[src/rtl/renas_dmem_arbiter_pkg.sv]
// Shared types for the D-side memory arbiter: AHB command/response
// bundles and the arbiter state/error constants.
package AHB_package;

  typedef struct packed {
    logic [31:0] haddr;
    logic        hwrite;
    logic [31:0] hwdata;
    logic [2:0]  hsize;
  } mas_send_type;

  typedef struct packed {
    logic        hreadyout;
    logic        hresp;
    logic [31:0] hrdata;
  } slv_send_type;

endpackage

package renas_arb_package;

  typedef enum logic [1:0] {
    IDLE,
    ACCESS,
    RESP,
    GAP
  } arb_state_e;

  localparam logic [31:0] ARB_ERR_DATA = 32'hDEAD_BEEF;

endpackage

[src/rtl/renas_dmem_arbiter_rr_pick.sv]
// Two-requester round-robin picker; a tie goes to the port
// that did not win last.
module renas_rr_pick (
  input  logic [1:0] req,
  input  logic       last_grant,
  output logic [1:0] win
);

  always_comb begin
    win = 2'b00;
    unique case (1'b1)
      (req == 2'b11): win = last_grant ? 2'b01 : 2'b10;
      (req == 2'b01): win = 2'b01;
      (req == 2'b10): win = 2'b10;
      default:        win = 2'b00;
    endcase
  end

endmodule

[src/rtl/renas_dmem_arbiter.sv]
// CPU/DMA arbiter in front of the main-memory D-port, clk_l2 domain.
// Optional ACCESS watchdog: define RENAS_DMEM_ARB_TIMEOUT_EN.
module renas_dmem_arbiter
  import AHB_package::*;
  import renas_arb_package::*;
#(
  parameter int GAP_CYC     = 2,
  parameter int TIMEOUT_CYC = 64,
  parameter int CNT_W       = $clog2(TIMEOUT_CYC + 1)
) (
  input  logic         clk_l2,
  input  logic         rst_n,
  input  logic         m0_hsel,
  input  mas_send_type m0_in,
  output slv_send_type m0_out,
  input  logic         m1_hsel,
  input  mas_send_type m1_in,
  output slv_send_type m1_out,
  output logic         mem_hsel,
  output mas_send_type mem_out,
  input  slv_send_type mem_in,
  output logic [1:0]   grant,
  output logic         busy
);

  arb_state_e       state;
  logic             last_grant;
  logic [CNT_W-1:0] cnt;
  logic [1:0]       win;
  logic             own_hsel;
  logic             done;
  slv_send_type     rsp;

  renas_rr_pick u_pick (
    .req        ({m1_hsel, m0_hsel}),
    .last_grant (last_grant),
    .win        (win)
  );

  assign own_hsel = grant[0] ? m0_hsel : m1_hsel;

  // An owner that dropped hsel mid-transfer gets no pulse.
  always_comb begin
    rsp           = '0;
    done          = mem_in.hreadyout;
    rsp.hreadyout = own_hsel;
    rsp.hresp     = mem_in.hresp;
    rsp.hrdata    = mem_in.hrdata;
`ifdef RENAS_DMEM_ARB_TIMEOUT_EN
    if (!mem_in.hreadyout &&
        cnt == CNT_W'(TIMEOUT_CYC - 1)) begin
      done       = 1'b1;
      rsp.hresp  = 1'b1;
      rsp.hrdata = ARB_ERR_DATA;
    end
`endif
  end

  always_ff @(posedge clk_l2 or negedge rst_n) begin
    if (!rst_n) begin
      state      <= IDLE;
      m0_out     <= '0;
      m1_out     <= '0;
      mem_hsel   <= 1'b0;
      mem_out    <= '0;
      grant      <= 2'b00;
      busy       <= 1'b0;
      last_grant <= 1'b1;
      cnt        <= '0;
    end else begin
      unique case (state)
        IDLE: begin
          if (win != 2'b00) begin
            mem_out    <= win[0] ? m0_in : m1_in;
            grant      <= win;
            mem_hsel   <= 1'b1;
            last_grant <= win[1];
            busy       <= 1'b1;
            cnt        <= '0;
            state      <= ACCESS;
          end
        end
        ACCESS: begin
          if (done) begin
            if (grant[0]) m0_out <= rsp;
            else          m1_out <= rsp;
            mem_hsel <= 1'b0;
            state    <= RESP;
          end
`ifdef RENAS_DMEM_ARB_TIMEOUT_EN
          else begin
            cnt <= cnt + CNT_W'(1);
          end
`endif
        end
        RESP: begin
          m0_out.hreadyout <= 1'b0;
          m0_out.hresp     <= 1'b0;
          m1_out.hreadyout <= 1'b0;
          m1_out.hresp     <= 1'b0;
          grant            <= 2'b00;
          cnt              <= CNT_W'(GAP_CYC - 1);
          state            <= GAP;
        end
        GAP: begin
          if (cnt == '0) begin
            busy  <= 1'b0;
            state <= IDLE;
          end else begin
            cnt <= cnt - CNT_W'(1);
          end
        end
        default: state <= IDLE;
      endcase
    end
  end

endmodule

[config.mk]
export PLATFORM = sky130hd
export DESIGN_NAME = renas_dmem_arbiter
export DESIGN_NICKNAME = d
export VERILOG_FILES = /design/src/rtl/renas_dmem_arbiter_pkg.sv /design/src/rtl/renas_dmem_arbiter_rr_pick.sv /design/src/rtl/renas_dmem_arbiter.sv
export SDC_FILE = /design/constraint.sdc
export NUM_CORES = 1
export LEC_CHECK = 0
export CAP_MARGIN = 20
export CORE_ASPECT_RATIO = 2
export CORE_MARGIN = 4
export CORE_UTILIZATION = 41
export CTS_CLUSTER_DIAMETER = 120
export DETAILED_ROUTE_END_ITERATION = 6
export PLACE_DENSITY_LB_ADDON = 0.15
export REMOVE_ABC_BUFFERS = 1
export SYNTH_ARGS = -nofsm -noshare
export SYNTH_HDL_FRONTEND = slang
export SYNTH_HIERARCHICAL = 1
export SYNTH_SLANG_ARGS = --single-unit
[constraint.sdc]
create_clock -name clk_l2 -period 2.2 [get_ports clk_l2]
set_input_delay 0.44 -clock clk_l2 [delete_from_list [all_inputs] [get_ports clk_l2]]
set_output_delay 0.44 -clock clk_l2 [all_outputs]
set_load 0.05 [all_outputs]
==> results of run 1 <==
per-layer routing:
layer / GRT usage / vias to the layer above / share of wire
met5: 0 / - / 0
met4: 0.101 / 0 / 0.040
met3: 0.0667 / 49 / 0.064
met2: 0.404 / 203 / 0.56
met1: 0.207 / 2565 / 0.33
li1: - / 2525 / -
cells in the final DEF, fill, tap and decap left out, types with 3 or more instances in the layout:
master,Yosys,final
nand3_1,8,7
clkbuf_16,0,17
o21ai_0,82,82
bufinv_16,0,5
clkinv_2,0,3
clkdlybuf4s50_1,0,311
a22o_1,5,5
buf_12,0,8
ha_1,6,6
clkbuf_8,0,4
nand2_1,76,76
buf_4,0,16
mux2i_1,73,73
inv_1,10,10
mux2_2,64,64
dfrtp_1,149,149
nor2_1,6,6
where the power goes:
| group | internal (W) | switching (W) |
|---|---|---|
| logic | 0.00375 | 0.00662 |
| clock network | 0.00212 | 0.00110 |
| registers | 0.00409 | 0.000760 |
worst paths after layout:
kind	cells past startpoint	start	end	slack [ns]
setup / recovery	1	grant[1]$_DFFE_PN0P_	grant[1]	0.1
hold / removal	2	mem_out[39]$_DFFE_PN0P_	mem_out[39]$_DFFE_PN0P_	0.48
setup reg to reg	6	cnt[0]$_DFFE_PN0P_	state[1]$_DFFE_PN0P_	0.11
hold reg to reg	2	mem_out[39]$_DFFE_PN0P_	mem_out[39]$_DFFE_PN0P_	0.48
max in group asynchronous	3	rst_n	last_grant$_DFFE_PN1P_	0.88
min in group asynchronous	2	rst_n	mem_out[0]$_DFFE_PN0P_	0.51
tightest hold or removal path, cell delays in order (launching register included):
cell and delay (ns):
dfrtp_1 0.34, nand2_1 0.05, o21ai_0 0.06
state kept, by name (all words and copies together) (netlist names):
signal / flops
mem_out: 68
m0_out: 34
m1_out: 34
cnt: 7
grant: 2
state: 2
busy: 1
last_grant: 1
mem_hsel: 1
final cells by class:
class / instances / area [sq um]
Clock buffer: 21 / 480
Timing Repair Buffer: 338 / 3430
Inverter: 10 / 37.5
Sequential cell: 150 / 3750
Clock inverter: 9 / 173
Multi-Input combinational cell: 345 / 2540
Fill cell: 1174 / 4710
Tap cell: 198 / 248
through the flow:
stage,area [sq um],total power [W],setup TNS (ns)
2_1_floorplan,6310,0.0114,-686.14
3_3_place_gp,10000,0.0151,-0.0395
3_5_place_dp,10000,0.0153,-0.306
4_1_cts,10700,0.0186,0
5_1_grt,10700,0.0193,0
6_report,10700,0.0184,0
cell families (layout without fill, tap and decap cells):
family                   Yosys count  count (layout)
AO/OA/AOI/OAI                    102             102
flip-flops                       150             150
multiplexers                     138             138
buffers and inverters             42             378
AND/OR/NAND/NOR                   99              99
adder cells (fa/ha/maj)            6               6
what timing repair did:
action	4_1_cts	5_1_grt
setup endpoints to repair	0	1
hold endpoints to repair	40	0
gates resized for setup	0	1
hold buffers	1	0
==> results.json, run 1 <==
{
  "die_w_um": 96.6,
  "grt_first_pass_wirelength_mm": 29.8,
  "cts_tree": "yes",
  "status": "finished clean",
  "gp_congestion": 0.799,
  "rsz0062_at_grt": "no",
  "synth_mux_area_frac": 0.228,
  "synth-seq-cells": 150,
  "post-place-ws_ns": -0.0833,
  "htree_levels": 4,
  "cp_num_buf_inv": 1,
  "core_area_sq_um": 15400,
  "whs_ns": 0.476,
  "hold_violations": 0,
  "synth_ff_type": "dfrtp_1",
  "post_cts_buffers": 0,
  "end_kind": "output port",
  "tightest_slew_ns": 0.603,
  "drive_above_1_share": 0.147,
  "start_kind": "flop",
  "ys_types": 34,
  "ant_nets": 0,
  "wl_mm": 19.3,
  "root_buffer": "clkbuf_16",
  "synth-simple-area-share": 0.0641,
  "yosys.area.top_type": "dfrtp_1",
  "nets": 1042,
  "grtUsageTotal": 0.213,
  "antenna_found_initial": 0,
  "io_pins": 314,
  "syn_inst": 537,
  "fin_worst_skew_ns": 0.00550,
  "syn_area_sq_um": 6440,
  "fin_cells": 1071,
  "area_delta_synth_final_pct": 65.6,
  "hpwl_mm": 15.2,
  "fmax_ghz": 0.475,
  "path_clk_slew_ns": 0.06,
  "vdd_drop_max_mv": 0.896,
  "cts_buffer_depth": 2,
  "p_leak_nw": 4.70,
  "drcViolationCount": 0,
  "worstSetupPathType": "reg -> out",
  "drtPass1Iterations": 4,
  "clkLatencyLatePin_ns": 0.41,
  "grt.overflow.total": 0,
  "synth_edf_count": 0,
  "portBuffers": 313,
  "synthAdderAreaFrac": 0.0117,
  "synth_compound_area_frac": 0.0872,
  "min_period_ns": 2.10,
  "finalWorstSetupSlack_ns": 0.0967,
  "cts.sinks": 150,
  "rows": 64,
  "grt_pass1_vias": 5861,
  "synth_seq_area_share": 0.583,
  "cp_slowest_cell": "clkdlybuf4s50_1",
  "setup-violations-final": 0,
  "cp.required_ns": 1.76,
  "synth_top_area_share": 0.579,
  "final_core_util": 0.694,
  "synth-xor-area-share": 0,
  "cts_buffers": 17,
  "die_y_um": 185,
  "synth_commonest_cells": "dfrtp_1, o21ai_0, nand2_1",
  "avgSynthCellArea_sq_um": 12.0,
  "synth_most_common_cell": "dfrtp_1",
  "maxSlewHeadroom": 0.597,
  "synthArstFlopShare": 1.00,
  "die_area_sq_um": 17900,
  "arrival_ns": 1.66,
  "drt_iter0_drc": 101,
  "start_util": 0.419,
  "finalMaxSlewViolations": 0,
  "p_per_area_nw_per_um2": 1730,
  "grt_max_degree": 73,
  "dp_cells": 1040,
  "synth_top_family_by_area": "multiplexers",
  "vias": 5342,
  "crit_fanout": 3,
  "fin_crit_sh": 0.956,
  "ys_warn_count": 6,
  "hp-class": "reg -> reg",
  "crit_family": "buffers and inverters",
  "synthTopCellsByArea": "dfrtp_1, mux2i_1, mux2_2",
  "crit_chain": "clkdlybuf4s50_1",
  "wl_per_cell_um": 18.0,
  "critPathMaxStageDelay_ns": 0.86,
  "diodes": 0,
  "viasPerCell": 4.99,
  "cap_viol_max_count": 0
}
No activity file was read; power rests on OpenSTA's default activity.
==> inputs of run 2 (changes only) <==
--- a/config.mk
+++ b/config.mk
@@ -5,6 +5,7 @@
 export SDC_FILE = /design/constraint.sdc
 export NUM_CORES = 1
 export LEC_CHECK = 0
+export ABC_CLOCK_PERIOD_IN_PS = 2200
 export CAP_MARGIN = 20
 export CORE_ASPECT_RATIO = 2
 export CORE_MARGIN = 4
==> results of run 2 <==
Final layout, timing and power as in run 1 (identical DEF).
==> inputs of run 3 (changes only) <==
--- a/config.mk
+++ b/config.mk
@@ -5,7 +5,6 @@
 export SDC_FILE = /design/constraint.sdc
 export NUM_CORES = 1
 export LEC_CHECK = 0
-export ABC_CLOCK_PERIOD_IN_PS = 2200
 export CAP_MARGIN = 20
 export CORE_ASPECT_RATIO = 2
 export CORE_MARGIN = 4
@@ -14,6 +13,7 @@
 export DETAILED_ROUTE_END_ITERATION = 6
 export PLACE_DENSITY_LB_ADDON = 0.15
 export REMOVE_ABC_BUFFERS = 1
+export SLEW_MARGIN = 20
 export SYNTH_ARGS = -nofsm -noshare
 export SYNTH_HDL_FRONTEND = slang
 export SYNTH_HIERARCHICAL = 1
==> results of run 3 <==
Final layout, timing and power as in run 1 (identical DEF).
